### config.mk
export PLATFORM = sky130hd
export DESIGN_NAME = mem_row_feeder
export DESIGN_NICKNAME = d
export VERILOG_FILES = /design/src/rtl/mem_row_feeder.sv
export SDC_FILE = /design/constraint.sdc
export NUM_CORES = 1
export LEC_CHECK = 0
export CORE_MARGIN = 1
export CORE_UTILIZATION = 47
export DETAILED_ROUTE_END_ITERATION = 7
export PLACE_DENSITY_LB_ADDON = 0.25
export RECOVER_POWER = 25
export SLEW_MARGIN = 10
export SYNTH_ARGS = -nofsm -noshare
export SYNTH_HDL_FRONTEND = slang
export SYNTH_SLANG_ARGS = --single-unit
### constraint.sdc
create_clock -name clk -period 3.3 [get_ports clk]
set_input_delay 0.66 -clock clk [delete_from_list [all_inputs] [get_ports clk]]
set_output_delay 0.66 -clock clk [all_outputs]
set_load 0.02 [all_outputs]
### src/rtl/mem_row_feeder.sv
// Reads nine 64-bit words (eight matrix rows, then the vector) and streams each
// one MSB-first, a byte per cycle, into its own byte FIFO via a one-hot select.
module mem_row_feeder #(
  parameter int                ADDR_W    = 32,
  parameter logic [ADDR_W-1:0] BASE_ADDR = '0
) (
  input  logic              clk,
  input  logic              rst,
  input  logic              fill,
  output logic              memory_busy,
  output logic              fill_done,
  output logic [ADDR_W-1:0] mem_address,
  output logic              mem_read,
  input  logic              mem_waitrequest,
  input  logic [63:0]       mem_readdata,
  input  logic              mem_readdatavalid,
  input  logic [8:0]        fifo_full,
  output logic [8:0]        fifo_addr,
  output logic [7:0]        fifo_din
);

  typedef enum logic [2:0] {
    IDLE  = 3'd0,
    REQ   = 3'd1,
    WAIT  = 3'd2,
    SHIFT = 3'd3,
    DONE  = 3'd4
  } state_t;

  state_t              state_q, state_d;
  logic [3:0]          row_q, row_d;
  logic [2:0]          bcnt_q, bcnt_d;
  logic [63:0]         word_q, word_d;
  logic                memory_busy_q, memory_busy_d;
  logic                fill_done_q, fill_done_d;
  logic                mem_read_q, mem_read_d;
  logic [ADDR_W-1:0]   mem_address_q, mem_address_d;
  logic                wr_en;

  // Byte idx of the word, counting from the most significant byte.
  function automatic logic [7:0] byte_sel(input logic [63:0] w, input logic [2:0] idx);
    logic [63:0] s;
    s = w << {idx, 3'b000};
    return s[63:56];
  endfunction

  // A full target FIFO blocks the write in the same cycle it rises.
  assign wr_en = (state_q == SHIFT) && !fifo_full[row_q];

  always_comb begin
    state_d = state_q;
    row_d   = row_q;
    bcnt_d  = bcnt_q;
    word_d  = word_q;
    case (state_q)
      IDLE: begin
        row_d  = 4'd0;
        bcnt_d = 3'd0;
        if (fill) state_d = REQ;
      end
      REQ: begin
        if (!mem_waitrequest) state_d = WAIT;
      end
      WAIT: begin
        if (mem_readdatavalid) begin
          word_d  = mem_readdata;
          bcnt_d  = 3'd0;
          state_d = SHIFT;
        end
      end
      SHIFT: begin
        if (wr_en) begin
          bcnt_d = bcnt_q + 3'd1;
          if (bcnt_q == 3'd7) begin
            if (row_q == 4'd8) begin
              state_d = DONE;
            end else begin
              row_d   = row_q + 4'd1;
              state_d = REQ;
            end
          end
        end
      end
      DONE: state_d = IDLE;
      default: state_d = IDLE;
    endcase

    // Outputs are registered from the next state so they line up with it.
    memory_busy_d = (state_d != IDLE);
    fill_done_d   = (state_d == DONE);
    mem_read_d    = (state_d == REQ);
    mem_address_d = (state_d == REQ) ? BASE_ADDR + ADDR_W'(row_d) : '0;
  end

  always_ff @(posedge clk or posedge rst) begin
    if (rst) begin
      state_q       <= IDLE;
      row_q         <= 4'd0;
      bcnt_q        <= 3'd0;
      word_q        <= 64'd0;
      memory_busy_q <= 1'b0;
      fill_done_q   <= 1'b0;
      mem_read_q    <= 1'b0;
      mem_address_q <= '0;
    end else begin
      state_q       <= state_d;
      row_q         <= row_d;
      bcnt_q        <= bcnt_d;
      word_q        <= word_d;
      memory_busy_q <= memory_busy_d;
      fill_done_q   <= fill_done_d;
      mem_read_q    <= mem_read_d;
      mem_address_q <= mem_address_d;
    end
  end

  assign memory_busy = memory_busy_q;
  assign fill_done   = fill_done_q;
  assign mem_read    = mem_read_q;
  assign mem_address = mem_address_q;
  assign fifo_addr   = wr_en ? (9'd1 << row_q) : 9'd0;
  assign fifo_din    = wr_en ? byte_sel(word_q, bcnt_q) : 8'd0;

endmodule

## Yosys cells after proc, flatten, opt, wreduce, memory -nomap -nowiden

Cells that the tools add are included.

| storage, ports and cells | value |
|---|---|
| register bits | 81 |
| input port bits | 78 |
| output and inout bits | 52 |
| logic and storage cells | 48 |

| operators by class | value |
|---|---|
| add/subtract/negate cells | 2 |
| magnitude comparators | 1 |
| eq/ne operators | 9 |
| shifts and indexed selects | 2 |
| muxes and demuxes | 19 |
| reduce and logical (&&, ||, !) cells | 7 |

Operator list:

| kind | number |
|---|---|
| 64-bit by 6-bit << shifter with 64-bit output | 1 |
| 3-bit 2-to-1 mux | 8 |
| 4-bit 2-to-1 mux | 4 |
| 3-bit case mux with 4 select lines | 1 |
| 9-bit 2-to-1 mux | 1 |
| 3-bit case mux with 3 select lines | 1 |
| 1-bit by 4-bit << shifter with 9-bit output, first input constant | 1 |
| 8-bit 2-to-1 mux | 1 |
| 4-bit case mux with 2 select lines | 1 |
| 3-bit by 1-bit == test with 1-bit output, second input constant | 2 |
| 3-bit by 2-bit == test with 1-bit output, second input constant | 2 |
| 3-bit == test, second input constant | 2 |
| 3-bit nonzero test | 2 |
| 4-bit by 5-bit < comparator with 1-bit output, second input constant | 1 |
| 4-bit by 1-bit adder with 4-bit output, second input constant | 1 |
| 1-bit binary-select mux with 4-bit select | 1 |
| 4-bit == test, second input constant | 1 |
| 2-bit inequality test, second input constant | 2 |
| 3-bit by 1-bit adder with 3-bit output, second input constant | 1 |
| 3-bit zero test | 1 |
| 3-bit AND reduction | 1 |
| 2-bit AND reduction | 1 |
| 1-bit logical AND | 1 |
| 1-bit zero test | 1 |
| 1-bit 2-to-1 mux | 1 |

## Longest topological paths before layout

Gate-level depths: netlist (run 1).

| depth | value |
|---|---|
| depth after elaboration | 8 |
| depth in mapped cells | 8 |

## Worst setup path before layout (run 1)

Ideal clock, no wire load.

| path | value |
|---|---|
| kind | input to output |
| start point | in fifo_full[6] |
| end point | out fifo_addr[0] |
| data arrival time | 2247 ps |
| required time | 2640 ps |
| path slack | 393 ps |
| stages | 4 |
| buffers on the path | 0 |
| cell sequence | mux4_2 o2111ai_4 nand2_4 nor4_1 |

| on the way | value |
|---|---|
| longest elaborated chain between the ends | 5 |

Ends and longest elaborated chain:

| what | line | source |
|---|---|---|
| start, declared | 17 | `input logic [8:0] fifo_full,` |
| 1-bit binary-select mux with 4-bit select | 48 | `assign wr_en = (state_q == SHIFT) && !fifo_full[row_q];` |
| 1-bit 2-to-1 mux (implied by the code) | 48 |  |
| 1-bit zero test | 48 |  |
| 1-bit logical AND | 48 |  |
| 9-bit 2-to-1 mux | 121 | `assign fifo_addr = wr_en ? (9'd1 << row_q) : 9'd0;` |
| end, declared | 18 | `output logic [8:0] fifo_addr,` |

Every way passes these cells. The select of a mux whose other input is x is not followed.

## Worst setup path in the final report (run 1)

| path | value |
|---|---|
| start point | in fifo_full[6] |
| end point | out fifo_addr[7] |

Same word-level chain as after synthesis.

==> results of run 1 <==
cells in the mapped netlist (all sizes together), types with 2 or more instances:
| cell type | instances | area [sq um] |
|---|---|---|
| a211o | 2 | 17.5 |
| a211oi | 3 | 27.5 |
| a31o | 2 | 17.5 |
| a31oi | 4 | 46.3 |
| and2 | 2 | 12.5 |
| and3 | 3 | 18.8 |
| buf | 43 | 297 |
| clkbuf | 5 | 18.8 |
| dfrtp | 81 | 2030 |
| ha | 8 | 100 |
| inv | 10 | 37.5 |
| mux2 | 64 | 721 |
| mux2i | 13 | 130 |
| mux4 | 17 | 383 |
| nand2 | 9 | 41.3 |
| nand3 | 5 | 25.0 |
| nand4 | 2 | 12.5 |
| nor2 | 17 | 63.8 |
| nor3 | 7 | 35.0 |
| nor3b | 3 | 27.5 |
| nor4 | 6 | 43.8 |
sequential cells by signal (all words and copies together) (netlist names):
| name | flops |
|---|---|
| bcnt_q | 3 |
| fill_done | 1 |
| mem_address | 4 |
| mem_read | 1 |
| memory_busy | 1 |
| row_q | 4 |
| state_q | 3 |
| word_q | 64 |
cells by family after synthesis:
kind of cell / count (synthesis) / share of synthesized area
other cells: 1 / 0.000897
simple gates: 59 / 0.0751
buf+inv: 58 / 0.0844
mux: 94 / 0.295
fa+ha+maj: 8 / 0.0239
compound gates: 14 / 0.0356
flops: 81 / 0.485
layer usage:
layer | up-vias | global-route usage | share of wire
met1 | 1331 | 0.245 | 0.42
met5 | - | 0 | 0
li1 | 1267 | - | -
met2 | 95 | 0.336 | 0.50
met3 | 9 | 0.0450 | 0.065
met4 | 0 | 0.0748 | 0.013
cell type report:
| cell class | count | area (sq um) |
|---|---|---|
| fillers | 710 | 3270 |
| flip-flops and latches | 81 | 2030 |
| multi-input cells | 203 | 1910 |
| repair buffers | 109 | 1080 |
| clock buffers | 11 | 141 |
| well taps | 108 | 135 |
| clock inverters | 4 | 76.3 |
| inverters | 10 | 38.8 |
how the worst max path moves through the flow:
stage | depth (start not counted) | slack (ps) | from | end
finish | 6 | 110 | fifo_full[6] | fifo_addr[7]
CTS | 6 | 60 | fifo_full[6] | fifo_addr[2]
floorplan | 4 | 390 | fifo_full[6] | fifo_addr[0]
global placement | 6 | -180 | fifo_full[6] | fifo_addr[7]
detailed placement | 6 | -230 | fifo_full[6] | fifo_addr[2]
global route | 6 | 4 | fifo_full[6] | fifo_addr[5]
power breakdown:
part / total (mW) / switching (mW) / internal (mW)
Sequential: 1.73 / 0.287 / 1.44
Clock: 0.795 / 0.349 / 0.446
Combinational: 2.09 / 0.962 / 1.13
per-stage QoR:
stage | setup TNS, ps | area [sq um] | total power [mW] | utilization | hold WS, ps
after CTS | 0 | 5410 | 4.68 | 0.624 | 510
after global routing | 0 | 5410 | 4.94 | 0.623 | 523
final | 0 | 5410 | 4.61 | 0.623 | 509
after detailed placement | -2200 | 5220 | 3.93 | 0.601 | 491
after floorplan | 0 | 4280 | 3.25 | - | 475
after global placement | -1670 | 5220 | 3.86 | 0.601 | 486
what timing repair did:
item                       CTS  global route
gates cloned                 0             0
setup endpoints to repair   16             4
hold buffers                 0             0
pin swaps                    0             0
resized for setup           16            10
==> out/metrics.cfg, run 1 <==
[worst_setup_path]
arrival_ps=2530
cp_top_family=buffers and inverters
regToRegStartpoint=row_q[2]$_DFF_PP0_
r2r.worst_path.cells=5
r2r_end=mem_address[2]$_DFF_PP0_
crit_path_max_incr_delay_ps=500
cp_num_buf_inv=2
required_ps=2640
crit_type=in2out
cp-end-kind=output pin
cp_slowest_cell=mux4_2
cp_max_fo=17
startpoint_type=primary input
rrSetupSlack_ps=1360
path_cells=clkdlybuf4s50_1 > mux4_2 > o2111ai_4 > nand2_4 > nor3b_1 > dlygate4sd2_1

[grt]
grt_pass1_wl_mm=13.3
grt-ovfl-total=0
grt_max_degree=66
grtUsageTotal=0.197
grt_pass1_vias=2663
grt_antenna_before_repair=0

[sta]
skew_ps=7.57
setup_slack_ps=106
final_max_slew_viol_count=37
slew_headroom=-0.119
rsz0062_at_grt=false
period_share=0.968
worstMarginPinSlew_ps=1670
setup_viol=0
hold_violations=0
fmax_mhz=313
final.min_clock_period_ps=3190

[clocking]
numCtsBuffers=9
ctsRootBufferMaster=clkbuf_8
path_clk_slew_ps=80
clkLatencyLatePin_ps=340
cts_sinks=81
cts_tree=built
clock_path_buffers=2
post_cts_buffers=0
htreeDepth=3

[yosys]
synth.distinct_cells=39
synth_enable_flop_cells=0
ys_ff_latch=81
synth_ff_type=dfrtp_1
syn_area_sq_mm=0.00418
yosysSeqAreaShare=0.485
syn_inst=315
ys_warn_count=0
synth.avg_cell_area_sq_um=13.3
async_flop_share=1.00

[min_path]
worstHoldPathType=reg2reg
holdPathEnd=word_q[33]$_DFFE_PP0P_
hp-start=word_q[33]$_DFFE_PP0P_
hold_depth=1

[placed_design]
dp_slack_ps=-227
portBuffers=101
place.gp.congestion=0.865
dp_cells=511
hpwl_mm=6.12

[floorplanning]
start_util=0.482
core_sq_mm=0.00868
dieArea_sq_mm=0.00928
die_y_um=96.3
num_rows=34
io_pins=130
die_w_um=96.3

[detailed_routing]
vias=2702
routedWlPerCell_um=16.0
first_pass_iters=4
drc=0
vias_per_cell=5.14
routed_wl_mm=8.44
ant_nets=0
drt_iter0_markers=85

[pwr]
cellLeakagePower_nw=2.35
irDropWorstVdd_mv=0.508
p_per_area_mw_per_mm2=853

[job]
max-cap-violations=1

[cells_and_area]
mostFrequentLayoutCell=clkdlybuf4s50_1
layoutNonFillerInstCount=526
layout_common_cells=clkdlybuf4s50_1, dfrtp_1, mux2_2
num-nets-final=500
insertedDiodeCount=0
drive_gt1_frac=0.282
syn2layout_area_growth_pct=29.4

[outcome]
violations=capacitance limit, slew limit
status=finished, violations left

No activity file was read; power rests on OpenSTA's default activity.
==> run 2: changes to the inputs <==
- CORE_ASPECT_RATIO: default -> 0.5
==> out/metrics.cfg, run 2 (synthesis results as in run 1) <==
[cells_and_area]
largest_reg_flops=64
mostFrequentLayoutCell=clkdlybuf4s50_1
num-nets-final=501
final_util=0.660
syn2layout_area_growth_pct=31.3
insertedDiodeCount=0
fill_cells=614
layout_common_cells=clkdlybuf4s50_1, dfrtp_1, mux2_2
top_register=word_q
drive_gt1_frac=0.287

[grt]
grt_pass1_vias=2769
grtUsageTotal=0.201
grt-ovfl-total=0
grt_antenna_before_repair=0
grt_max_degree=66
grt_pass1_wl_mm=13.8

[detailed_routing]
routedWlPerCell_um=16.3
vias_per_cell=5.16
vias=2733
routed_wl_mm=8.65
first_pass_iters=4
drt_iter0_markers=77
ant_nets=0
drc=0

[outcome]
violations=capacitance limit, slew limit
status=finished, violations left

[sta]
hold_violations=0
whs_ps=504
final.min_clock_period_ps=3230
rsz0062_at_grt=false
setup_viol=0
slew_headroom=-0.423
fmax_mhz=309
finalSetupTns_ps=0
period_share=0.979
worstMarginPinSlew_ps=2130
skew_ps=6.00
final_max_slew_viol_count=58

[worst_setup_path]
r2r_end=mem_address[0]$_DFF_PP0_
required_ps=2640
path_cells=clkdlybuf4s50_1 > mux4_2 > o2111ai_4 > nand2_4 > buf_12 > nor2_1 > clkdlybuf4s15_1
crit_type=in2out
cp.depth=7
rrSetupSlack_ps=1240
startpoint_type=primary input
startpoint=fifo_full[6]
arrival_ps=2570
cp_num_buf_inv=3
cp_max_fo=10
regToRegStartpoint=bcnt_q[0]$_DFFE_PP0P_
endpoint=fifo_din[2]
crit_path_max_incr_delay_ps=500
r2r.worst_path.cells=6
cp-end-kind=output pin
cp_top_family=buffers and inverters
cp_slowest_cell=mux4_2

[floorplanning]
die_y_um=68.7
dieArea_sq_mm=0.00930
start_util=0.503
num_rows=23
die_w_um=135
io_pins=130
core_sq_mm=0.00832

[clocking]
numCtsBuffers=9
ctsRootBufferMaster=clkbuf_16
clkLatencyLatePin_ps=330
cts_tree=built
clock_path_buffers=2
htreeDepth=3
path_clk_slew_ps=50
cts_sinks=81

[pwr]
p_sw_mw=1.62
power.share.clock=0.208
p_per_area_mw_per_mm2=883
cellLeakagePower_nw=2.38
pwr-share-comb=0.436
internal-power_mw=3.23
p_total_mw=4.85
irDropWorstVdd_mv=0.586
p_sw_frac=0.334
p_seq_frac=0.357

[placed_design]
place.gp.congestion=0.859
portBuffers=101
hpwl_mm=6.12

[min_path]
worstHoldPathType=reg2reg

[job]
max-cap-violations=1

run 2: per-layer routing:
metal	wire length (um)	global-route usage
met4	68	0.0660
met5	0	0
met3	460	0.0570
met1	3710	0.236
met2	4410	0.363
run 2: worst reg2reg max path, cell delays in order (launching register included):
cell and delay [ps]:
dfrtp_1 340, buf_4 340, ha_1 220, ha_1 280, and2_1 280, nand4_1 150, a211oi_1 340
run 2: area by class of cell:
type / count / area (sq um) / area share
clock buffers: 12 / 267 / 0.0485
clock inverters: 2 / 37.5 / 0.00684
inverters: 10 / 37.5 / 0.00684
multi-input cells: 203 / 1910 / 0.348
flip-flops and latches: 81 / 2030 / 0.369
well taps: 112 / 140 / 0.0255
repair buffers: 110 / 1070 / 0.195
run 2: power groups by stage:
stage,registers [mW],clock network [mW],logic [mW]
after CTS,1.73,1.03,2.14
final,1.73,1.01,2.11
after global routing,1.79,1.07,2.28
after floorplan,1.62,0,1.63
after global placement,1.71,0,2.14
after detailed placement,1.74,0,2.19
run 2: repair_timing:
item,CTS,global route
gates resized for setup,16,19
endpoints found under the setup margin,16,11
hold buffers,0,0
buffers inserted,0,0
run 2: how the worst min path moves through the flow:
stage                                 startpoint                endpoint  slack (ps)  cells past startpoint
after floorplan           word_q[10]$_DFFE_PP0P_  word_q[10]$_DFFE_PP0P_         480                      1
after global placement    word_q[46]$_DFFE_PP0P_  word_q[46]$_DFFE_PP0P_         480                      1
after detailed placement  word_q[22]$_DFFE_PP0P_  word_q[22]$_DFFE_PP0P_         490                      1
after CTS                  word_q[2]$_DFFE_PP0P_   word_q[2]$_DFFE_PP0P_         500                      1
after global routing       word_q[8]$_DFFE_PP0P_   word_q[8]$_DFFE_PP0P_         520                      1
final                     word_q[31]$_DFFE_PP0P_  word_q[31]$_DFFE_PP0P_         500                      1
run 2: per-stage QoR:
stage | worst slack (ps) | instances | instance area [sq um]
detailed placement | -238 | 516 | 5220
CTS | 31.9 | 530 | 5500
global route | 2.35 | 530 | 5490
floorplan | 393 | 342 | 4280
finish | 68.8 | 530 | 5490
global placement | -194 | 516 | 5220
